<file path="config.mk">
export PLATFORM = sky130hd
export DESIGN_NAME = id_ex_stage_reg
export DESIGN_NICKNAME = d
export VERILOG_FILES = /design/src/rtl/armv8_pkg.sv /design/src/rtl/armv8_ctrl_decode.sv /design/src/rtl/id_ex_stage_reg.sv
export SDC_FILE = /design/constraint.sdc
export NUM_CORES = 1
export LEC_CHECK = 0
export ABC_AREA = 1
export CAP_MARGIN = 10
export CORE_MARGIN = 5
export CORE_UTILIZATION = 28
export DETAILED_ROUTE_END_ITERATION = 12
export PLACE_DENSITY_LB_ADDON = 0.3
export SLEW_MARGIN = 10
export SYNTH_ARGS = -nofsm -noshare
export SYNTH_HDL_FRONTEND = slang
export SYNTH_SLANG_ARGS = --single-unit
</file>
<file path="constraint.sdc">
create_clock -name clk -period 1.5 [get_ports clk]
set_clock_uncertainty 0.1 [all_clocks]
set_input_delay 0.3 -clock clk [delete_from_list [all_inputs] [get_ports clk]]
set_output_delay 0.3 -clock clk [all_outputs]
set_load 0.005 [all_outputs]
</file>
<file path="src/rtl/armv8_pkg.sv">
// Shared LEGv8 opcodes, ALU op encodings and the ID/EX control bundle.
package armv8_pkg;

    localparam logic [10:0] OP_ADD  = 11'b10001011000;
    localparam logic [10:0] OP_SUB  = 11'b11001011000;
    localparam logic [10:0] OP_AND  = 11'b10001010000;
    localparam logic [10:0] OP_ORR  = 11'b10101010000;
    localparam logic [10:0] OP_LDUR = 11'b11111000010;
    localparam logic [10:0] OP_STUR = 11'b11111000000;
    localparam logic [7:0]  OP_CBZ  = 8'b10110100;
    localparam logic [5:0]  OP_B    = 6'b000101;

    localparam logic [2:0] ALUOP_ADD   = 3'b000;
    localparam logic [2:0] ALUOP_PASSB = 3'b001;
    localparam logic [2:0] ALUOP_RTYPE = 3'b010;

    typedef struct packed {
        logic valid;
        logic alusrc;
        logic memread;
        logic memwrite;
        logic memtoreg;
        logic regwrite;
        logic branch;
        logic uncondbr;
    } ctrl_t;

endpackage

</file>
<file path="src/rtl/armv8_ctrl_decode.sv">
// Combinational LEGv8 decode: opcode to controls, register fields, sign-extended immediate.
module armv8_ctrl_decode
    import armv8_pkg::*;
#(
    parameter int DATA_W  = 64,
    parameter int REG_AW  = 5,
    parameter int ALUOP_W = 3
) (
    input  logic [31:0]        instr,
    output ctrl_t              ctrl,
    output logic [ALUOP_W-1:0] aluop,
    output logic [REG_AW-1:0]  rd,
    output logic [REG_AW-1:0]  rn,
    output logic [REG_AW-1:0]  rm,
    output logic               uses_rm,
    output logic [DATA_W-1:0]  signext
);

    logic [10:0] op11;
    logic is_r, is_ldur, is_stur, is_cbz, is_b;

    assign op11    = instr[31:21];
    assign is_r    = (op11 == OP_ADD) || (op11 == OP_SUB)
                   || (op11 == OP_AND) || (op11 == OP_ORR);
    assign is_ldur = (op11 == OP_LDUR);
    assign is_stur = (op11 == OP_STUR);
    assign is_cbz  = (instr[31:24] == OP_CBZ);
    assign is_b    = (instr[31:26] == OP_B);

    assign rd      = REG_AW'(instr[4:0]);
    assign rn      = REG_AW'(instr[9:5]);
    assign rm      = is_r ? REG_AW'(instr[20:16]) : REG_AW'(instr[4:0]);
    assign uses_rm = is_r | is_stur | is_cbz;

    always_comb begin
        ctrl    = '0;
        aluop   = '0;
        signext = '0;
        unique case (1'b1)
            is_r: begin
                ctrl.regwrite = 1'b1;
                aluop         = ALUOP_W'(ALUOP_RTYPE);
            end
            is_ldur: begin
                ctrl.alusrc   = 1'b1;
                ctrl.memread  = 1'b1;
                ctrl.memtoreg = 1'b1;
                ctrl.regwrite = 1'b1;
                aluop         = ALUOP_W'(ALUOP_ADD);
                signext       = {{(DATA_W-9){instr[20]}}, instr[20:12]};
            end
            is_stur: begin
                ctrl.alusrc   = 1'b1;
                ctrl.memwrite = 1'b1;
                aluop         = ALUOP_W'(ALUOP_ADD);
                signext       = {{(DATA_W-9){instr[20]}}, instr[20:12]};
            end
            is_cbz: begin
                ctrl.branch = 1'b1;
                aluop       = ALUOP_W'(ALUOP_PASSB);
                signext     = {{(DATA_W-19){instr[23]}}, instr[23:5]};
            end
            is_b: begin
                ctrl.uncondbr = 1'b1;
                signext       = {{(DATA_W-26){instr[25]}}, instr[25:0]};
            end
            default: ;
        endcase
    end

endmodule

</file>
<file path="src/rtl/id_ex_stage_reg.sv">
// ID/EX stage register with valid, hold, flush and load-use bubble.
// Define IDEX_LOAD_USE_STALL_EN to enable the load-use hazard detector.
module id_ex_stage_reg
    import armv8_pkg::*;
#(
    parameter int DATA_W  = 64,
    parameter int REG_AW  = 5,
    parameter int ALUOP_W = 3
) (
    input  logic               clk,
    input  logic               Reset,
    input  logic               Valid_De,
    input  logic [31:0]        Instruction_De,
    input  logic [DATA_W-1:0]  PC_De,
    input  logic [DATA_W-1:0]  ReadData1_De,
    input  logic [DATA_W-1:0]  ReadData2_De,
    input  logic               Hold,
    input  logic               Flush,
    output logic               Stall_De,
    output logic               Valid_Ex,
    output logic               ALUSrc_Ex,
    output logic [ALUOP_W-1:0] ALUOp_Ex,
    output logic               MemRead_Ex,
    output logic               MemWrite_Ex,
    output logic               MemtoReg_Ex,
    output logic               RegWrite_Ex,
    output logic               Branch_Ex,
    output logic               UncondBr_Ex,
    output logic [REG_AW-1:0]  Rd_Ex,
    output logic [REG_AW-1:0]  Rn_Ex,
    output logic [REG_AW-1:0]  Rm_Ex,
    output logic [DATA_W-1:0]  PC_Ex,
    output logic [DATA_W-1:0]  SignExt_Ex,
    output logic [DATA_W-1:0]  ReadData1_Ex,
    output logic [DATA_W-1:0]  ReadData2_Ex
);

`ifdef IDEX_LOAD_USE_STALL_EN
    localparam bit STALL_EN = 1'b1;
`else
    localparam bit STALL_EN = 1'b0;
`endif

    ctrl_t              dec_ctrl;
    logic [ALUOP_W-1:0] dec_aluop;
    logic [REG_AW-1:0]  dec_rd, dec_rn, dec_rm;
    logic               dec_uses_rm;
    logic [DATA_W-1:0]  dec_signext;

    armv8_ctrl_decode #(
        .DATA_W  (DATA_W),
        .REG_AW  (REG_AW),
        .ALUOP_W (ALUOP_W)
    ) u_dec (
        .instr   (Instruction_De),
        .ctrl    (dec_ctrl),
        .aluop   (dec_aluop),
        .rd      (dec_rd),
        .rn      (dec_rn),
        .rm      (dec_rm),
        .uses_rm (dec_uses_rm),
        .signext (dec_signext)
    );

    ctrl_t              ctrl_d, ctrl_q;
    logic [ALUOP_W-1:0] aluop_d, aluop_q;
    logic [REG_AW-1:0]  rd_d, rd_q, rn_d, rn_q, rm_d, rm_q;
    logic [DATA_W-1:0]  pc_d, pc_q, signext_d, signext_q;
    logic [DATA_W-1:0]  rd1_d, rd1_q, rd2_d, rd2_q;
    logic               hazard;

    // XZR (index 31) never carries a loaded value, so it cannot cause a hazard
    assign hazard = STALL_EN & ctrl_q.valid & ctrl_q.memread & Valid_De
                  & (rd_q != {REG_AW{1'b1}})
                  & ((rd_q == dec_rn) | ((rd_q == dec_rm) & dec_uses_rm));

    assign Stall_De = ~Flush & (Hold | hazard);

    always_comb begin
        ctrl_d    = ctrl_q;
        aluop_d   = aluop_q;
        rd_d      = rd_q;
        rn_d      = rn_q;
        rm_d      = rm_q;
        pc_d      = pc_q;
        signext_d = signext_q;
        rd1_d     = rd1_q;
        rd2_d     = rd2_q;
        if (Flush || !Hold) begin
            rd_d      = dec_rd;
            rn_d      = dec_rn;
            rm_d      = dec_rm;
            pc_d      = PC_De;
            signext_d = dec_signext;
            rd1_d     = ReadData1_De;
            rd2_d     = ReadData2_De;
            if (Flush || hazard || !Valid_De) begin
                ctrl_d  = '0;
                aluop_d = '0;
            end else begin
                ctrl_d       = dec_ctrl;
                ctrl_d.valid = 1'b1;
                aluop_d      = dec_aluop;
            end
        end
    end

    always_ff @(posedge clk or negedge Reset) begin
        if (!Reset) begin
            ctrl_q    <= '0;
            aluop_q   <= '0;
            rd_q      <= '0;
            rn_q      <= '0;
            rm_q      <= '0;
            pc_q      <= '0;
            signext_q <= '0;
            rd1_q     <= '0;
            rd2_q     <= '0;
        end else begin
            ctrl_q    <= ctrl_d;
            aluop_q   <= aluop_d;
            rd_q      <= rd_d;
            rn_q      <= rn_d;
            rm_q      <= rm_d;
            pc_q      <= pc_d;
            signext_q <= signext_d;
            rd1_q     <= rd1_d;
            rd2_q     <= rd2_d;
        end
    end

    assign Valid_Ex     = ctrl_q.valid;
    assign ALUSrc_Ex    = ctrl_q.alusrc;
    assign MemRead_Ex   = ctrl_q.memread;
    assign MemWrite_Ex  = ctrl_q.memwrite;
    assign MemtoReg_Ex  = ctrl_q.memtoreg;
    assign RegWrite_Ex  = ctrl_q.regwrite;
    assign Branch_Ex    = ctrl_q.branch;
    assign UncondBr_Ex  = ctrl_q.uncondbr;
    assign ALUOp_Ex     = aluop_q;
    assign Rd_Ex        = rd_q;
    assign Rn_Ex        = rn_q;
    assign Rm_Ex        = rm_q;
    assign PC_Ex        = pc_q;
    assign SignExt_Ex   = signext_q;
    assign ReadData1_Ex = rd1_q;
    assign ReadData2_Ex = rd2_q;

endmodule

</file>
## Yosys cells after proc, flatten, opt, wreduce, memory -nomap -nowiden

Cells that the tools add are included.

| storage, ports and cells | value |
|---|---|
| bits in registers | 282 |
| memory bits (writable) | 0 |
| latch bits | 0 |
| output and inout bits | 283 |
| bits of input ports | 229 |
| word-level logic and storage cells | 46 |
| memories | 0 |
| ROM bits | 0 |

| cells by class | value |
|---|---|
| order comparisons | 0 |
| bitwise logic cells | 2 |
| div/mod/pow operators | 0 |
| muxes and demuxes | 11 |
| add/subtract/negate cells | 0 |
| shift-type cells | 0 |
| reduce and logical (&&, ||, !) cells | 9 |
| $mul | 0 |
| equal/unequal tests | 8 |

Operators by type and width:

| operator | count |
|---|---|
| $pmux 64 s3 | 1 |
| $eq 11x11->1 const B | 6 |
| $eq 8x8->1 const B | 1 |
| $mux 8 | 1 |
| $eq 6x3->1 const B | 1 |
| $mux 1 | 6 |
| $logic_or 1x1->1 | 5 |
| $mux 5 | 1 |
| $pmux 2 s2 | 1 |
| $reduce_or 2->1 | 2 |
| $mux 3 | 1 |
| $logic_not 1->1 | 2 |
| $and 1x1->1 | 1 |
| $not 1->1 | 1 |

## Longest topological paths before layout

Gate-level depths: netlist of the first run.

| depth | value |
|---|---|
| word-level depth | 7 |
| mapped depth | 10 |
| gate-level depth less buffers | 9 |

## Modules after synthesis

From an unflattened synthesis of the first run, not the netlist that was laid out.

| second synthesis, totals | value |
|---|---|
| cells, all modules | 1,456 |
| area total of the unflattened synthesis | 12,017.8 µm² |

By module, submodules not included:

| module | sequential area each (µm²) | cells each | instances | area each (µm²) |
|---|---|---|---|---|
| id_ex_stage_reg | 7,056.8 | 1,196 | 1 | 10,706.5 |
| armv8_ctrl_decode | 0.0 | 260 | 1 | 1,311.3 |

## Worst setup path after synthesis of the first run

OpenSTA, ideal clock, no wires.

| path | value |
|---|---|
| path type | register to output |
| from | register, netlist name SignExt_Ex[62] |
| to | output port SignExt_Ex[26] |
| stages on the path, launching flop included | 2 |
| data required time | 1,100 ps |
| arrival | 1,137 ps |
| slack | -37 ps |
| path through | dfrtp_1 buf_4 |

RTL lines:

| item | line | text |
|---|---|---|
| end, declared | id_ex_stage_reg.sv:33 | `output logic [DATA_W-1:0] SignExt_Ex,` |

==> flow_metrics.env, run 1 <==
export IMPL_drtIter0Drc=380
export IMPL_hold_violations=0
export IMPL_post_place_ws_ns=-0.432
export IMPL_crit_buf_inv=2
export IMPL_syn_area_per_cell_um2=8.34
export IMPL_final_max_slew_viol_count=0
export IMPL_grt_pass1_wl_um=58500
export IMPL_critical_path_class="flop to output pin"
export IMPL_cp_cell_sequence="buf_12, dlygate4sd2_1"
export IMPL_antenna_found_initial=0
export IMPL_r2r_start="ReadData2_Ex[61]"
export IMPL_routabilityCongestion=0.888
export IMPL_dieArea_um2=40200
export IMPL_layout_common_cells="742 x nand2_1, 241 x dfrtp_1, 227 x clkdlybuf4s50_1"
export IMPL_synth_nets=1447
export IMPL_fin_ws_ns=-0.311
export IMPL_cp_end_kind="output pin"
export IMPL_fillCellCount=3520
export IMPL_hp_class="input port to asynchronous set/reset pin"
export IMPL_wl_um=37700
export IMPL_nets=2032
export IMPL_min_period_over_period_pct=121
export IMPL_start_util_pct=28.5
export IMPL_rows=69
export IMPL_cp_max_fo=39
export IMPL_cpPeakStageDelay_ns=0.43
export IMPL_htreeDepth=1
export IMPL_grt_max_degree=77
export IMPL_io_buffers=510
export IMPL_ir_drop_v=0.000763
export IMPL_clock_fmax_mhz=552
export IMPL_holdWs_ns=0.156
export IMPL_core_area_um2=35700
export IMPL_crit_path_top_delay_cell="dfrtp_2"
export IMPL_area_delta_synth_final_pct=61.7
export IMPL_vias=9863
export IMPL_crit_required_ns=1.10
export IMPL_reg2reg_slack_ns=0.54
export IMPL_die_h_um=200
export IMPL_vias_per_cell=4.32
export IMPL_antenna_cells_inserted=0
export IMPL_ant_nets=0
export IMPL_clk_latency_ns=0.53
export IMPL_cp_arrival_ns=1.41
export IMPL_power_leakage_nw=9.01
export IMPL_cts_tree="built"
export IMPL_clk_pin_slew_ns=0.06
export IMPL_worstSetupStartpoint="SignExt_Ex[62]"
export IMPL_ios=512
export IMPL_synthesis_instances=1218
export IMPL_final_common_cell="nand2_1"
export IMPL_dr_pass1_iters=5
export IMPL_syn_area_um2=10200
export IMPL_drive_above_1_share_pct=25.0
export IMPL_synth_warnings=0
export IMPL_layout_min_cycle_time_ns=1.81
export IMPL_die_w_um=200
export IMPL_grt_usage_pct=17.9
export IMPL_drc_errors=0
export IMPL_rsz0062_at_grt="true"
export IMPL_synth_cell_types=24
export IMPL_grt_pass1_vias=10045
export IMPL_place_hpwl_um=28400
export IMPL_setup_violations_final=40
export IMPL_total_power_mw=16.8
export IMPL_tritoncts_num_buffers=29
export IMPL_multiInputGateArea_um2=3400
export IMPL_cp_top_family="buffers and inverters"
export IMPL_synth_ff_latch_count=242
export IMPL_wl_per_cell_um=16.5
export IMPL_power_density_nw_per_um2=1030
export IMPL_seqCellArea_um2=6060
export IMPL_synth_seq_area_share_pct=59.6
export IMPL_cts_buffer_depth=3
export IMPL_status="finished, violations left"
export IMPL_clock_root_buffer="clkbuf_16"
export IMPL_drv_cap=0
export IMPL_critPathLaunchType="flop"
export IMPL_cts_sinks=242
export IMPL_overflow=0
export IMPL_violations="setup timing"
[final timing paths]
check,endpoint,depth (start not counted)
setup / recovery,SignExt_Ex[54],2
hold / removal,ReadData1_Ex[52],2
setup reg to reg,ReadData2_Ex[61],4
hold reg to reg,PC_Ex[19],2
max in group asynchronous,ReadData2_Ex[28],3
min in group clk,ReadData1_Ex[31],3
[metrics by stage]
step,TNS (ns),util (%),std cells,instance area [um^2]
2_1_floorplan,0,-,1218,10200
3_3_place_gp,-68.29,44.8,2151,16000
3_5_place_dp,-73.85,44.8,2151,16000
4_1_cts,-14.48,45.0,2241,16000
5_1_grt,-15.31,46.1,2284,16400
6_report,-11.89,46.1,2284,16400
[flip-flops by register name (all words and copies together), names as in the netlist]
register,flops
UncondBr_Ex,1
SignExt_Ex,26
Rd_Ex,5
MemWrite_Ex,1
Rn_Ex,5
ALUOp_Ex,2
ReadData1_Ex,64
MemRead_Ex,1
ReadData2_Ex,64
Branch_Ex,1
PC_Ex,64
RegWrite_Ex,1
Valid_Ex,1
Rm_Ex,5
ALUSrc_Ex,1
[cells in the mapped netlist, drive strengths merged]
library cell,n,area [um^2]
nand3,69,350
o21ai,11,58.8
nand4,8,65.1
nor3,1,16.3
nor2,11,80.1
dfrtp,242,6060
nand2,745,2800
clkbuf,10,37.5
nand3b,2,15.0
conb,1,3.75
buf,90,564
inv,28,108
[power by group]
part / internal, mW / switching [mW] / total, mW
Sequential: 7.00 / 0.254 / 7.26
Clock: 4.20 / 2.78 / 6.97
Combinational: 1.41 / 1.21 / 2.61
[area by class of cell]
type	count	share of cell area, %
Sequential cell	242	36.9
Timing Repair Buffer	654	32.5
Multi-Input combinational cell	848	20.7
Clock buffer	36	4.76
Tap cell	461	3.51
Clock inverter	15	0.983
Inverter	28	0.686
[per-layer routing]
metal	routed length [um]	global-route usage, %
met1	15100	21.8
met2	17900	30.1
met3	3280	5.90
met4	1440	6.00
met5	0	0
[timing repair]
action | CTS | global route
pin swaps | 1 | 0
hold buffers | 1 | 0
resized for setup | 1030 | 10
gates cloned | 0 | 0
setup endpoints to repair | 282 | 173
buffers inserted | 38 | 43
hold endpoints to repair | 242 | 0
[cells by family (layout without fill, tap and decap cells)]
| logic type | count (synthesis) | in the layout | synth area share [%] |
|---|---|---|---|
| AO/OA/AOI/OAI | 11 | 11 | 0.579 |
| buffers and inverters | 128 | 733 | 6.98 |
| flip-flops | 242 | 242 | 59.6 |
| other | 1 | 1 | 0.0369 |
| AND/OR/NAND/NOR | 836 | 836 | 32.8 |
Power figures use the tool's default switching activity.
==> inputs of run 2 (changes only) <==
--- a/config.mk
+++ b/config.mk
@@ -6,10 +6,11 @@
 export NUM_CORES = 1
 export LEC_CHECK = 0
 export ABC_AREA = 1
-export CAP_MARGIN = 10
+export CAP_MARGIN = 20
 export CORE_MARGIN = 5
 export CORE_UTILIZATION = 28
 export DETAILED_ROUTE_END_ITERATION = 12
+export MAX_ROUTING_LAYER = met4
 export PLACE_DENSITY_LB_ADDON = 0.3
 export SLEW_MARGIN = 10
 export SYNTH_ARGS = -nofsm -noshare
==> flow_metrics.env, run 2 (synthesis gave the netlist of run 1 again) <==
export IMPL_status="finished, violations left"
export IMPL_violations="setup timing"
export IMPL_min_period_over_period_pct=121
export IMPL_critPathLaunchType="flop"
export IMPL_antenna_found_initial=0
export IMPL_cts_buffer_depth=3
export IMPL_seqCellArea_um2=6060
export IMPL_crit_required_ns=1.10
export IMPL_ant_nets=0
export IMPL_drive_above_1_share_pct=25.0
export IMPL_grt_pass1_vias=10107
export IMPL_dieArea_um2=40200
export IMPL_overflow=0
export IMPL_htreeDepth=1
export IMPL_critical_path_class="flop to output pin"
export IMPL_layout_common_cells="742 x nand2_1, 241 x dfrtp_1, 227 x clkdlybuf4s50_1"
export IMPL_drtIter0Drc=367
export IMPL_cp_end_kind="output pin"
export IMPL_fillCellCount=3520
export IMPL_multiInputGateArea_um2=3400
export IMPL_routabilityCongestion=0.903
export IMPL_start_util_pct=28.5
export IMPL_cp_arrival_ns=1.41
export IMPL_vias_per_cell=4.33
export IMPL_holdWs_ns=0.152
export IMPL_wl_um=37700
export IMPL_grt_pass1_wl_um=58200
export IMPL_layout_min_cycle_time_ns=1.81
export IMPL_clk_pin_slew_ns=0.06
export IMPL_drc_errors=0
export IMPL_io_buffers=510
export IMPL_post_place_ws_ns=-0.432
export IMPL_rows=69
export IMPL_antenna_cells_inserted=0
export IMPL_grt_max_degree=77
export IMPL_fin_ws_ns=-0.312
export IMPL_power_leakage_nw=9.01
export IMPL_tritoncts_num_buffers=29
export IMPL_clock_fmax_mhz=552
export IMPL_ios=512
export IMPL_nets=2032
export IMPL_hp_class="input port to asynchronous set/reset pin"
export IMPL_cts_sinks=242
export IMPL_drv_cap=0
export IMPL_core_area_um2=35700
export IMPL_setup_violations_final=40
export IMPL_power_density_nw_per_um2=1030
export IMPL_dr_pass1_iters=5
export IMPL_vias=9893
export IMPL_place_hpwl_um=28400
export IMPL_final_common_cell="nand2_1"
export IMPL_final_max_slew_viol_count=0
export IMPL_die_h_um=200
export IMPL_hold_violations=0
export IMPL_grt_usage_pct=18.4
export IMPL_wl_per_cell_um=16.5
export IMPL_tns_ns=-11.93
export IMPL_cts_tree="built"
export IMPL_clk_latency_ns=0.54
export IMPL_clock_root_buffer="clkbuf_16"
export IMPL_die_w_um=200
export IMPL_area_delta_synth_final_pct=61.7
export IMPL_rsz0062_at_grt="true"
export IMPL_total_power_mw=16.8
export IMPL_cp_max_fo=39
export IMPL_ir_drop_v=0.000761
-- run 2: area by class of cell --
type,instances,area share (%)
Multi-Input combinational cell,848,20.7
Clock inverter,15,0.983
Inverter,28,0.686
Clock buffer,36,4.76
Sequential cell,242,36.9
Tap cell,461,3.51
Timing Repair Buffer,654,32.5
-- run 2: where the power goes --
group          internal (mW)  total [mW]  leakage (nW)  switching, mW
sequential              7.00        7.26          2.96          0.255
combinational           1.41        2.61          5.58           1.21
clock                   4.20        6.97         0.475           2.77
total                   12.6        16.8          9.01           4.23
-- run 2: metal layers --
layer	wire (um)	vias up	track usage (%)	share of wire, %
li1	-	4836	-	-
met1	15300	4567	22.0	40
met2	18000	414	30.2	48
met3	3030	76	5.41	8.0
met4	1440	0	6.00	3.8
met5	0	-	-	0
-- run 2: worst max-delay path, stage by stage, from the launching register on --
cell and delay, ns:
dfrtp_2 0.43, buf_12 0.16, dlygate4sd2_1 0.28
-- run 2: worst paths after layout --
| path | from | end | slack (ns) | cells past startpoint |
|---|---|---|---|---|
| max in group asynchronous | Reset | ReadData2_Ex[28] | 0.56 | 3 |
| worst max-delay path | SignExt_Ex[62] | SignExt_Ex[58] | -0.31 | 2 |
| worst min-delay path | Reset | ReadData1_Ex[52] | 0.15 | 2 |
| worst min register to register | PC_Ex[19] | PC_Ex[19] | 0.37 | 2 |
| worst max register to register | ReadData2_Ex[61] | ReadData2_Ex[61] | 0.54 | 4 |
| min in group clk | ReadData2_De[11] | ReadData2_Ex[11] | 0.19 | 3 |
-- run 2: repair_timing --
action,4_1_cts,5_1_grt
gates resized for setup,1030,10
setup buffers,38,43
pin swaps,1,0
setup endpoints to repair,282,173
hold buffers,1,0
endpoints found under the hold margin,242,0
-- run 2: through the flow --
stage	util, %	cell area (um^2)	std cells
after global routing	46.1	16400	2284
after detailed placement	44.8	16000	2151
after global placement	44.8	16000	2151
final	46.1	16400	2284
after CTS	45.0	16000	2241
after floorplan	-	10200	1218
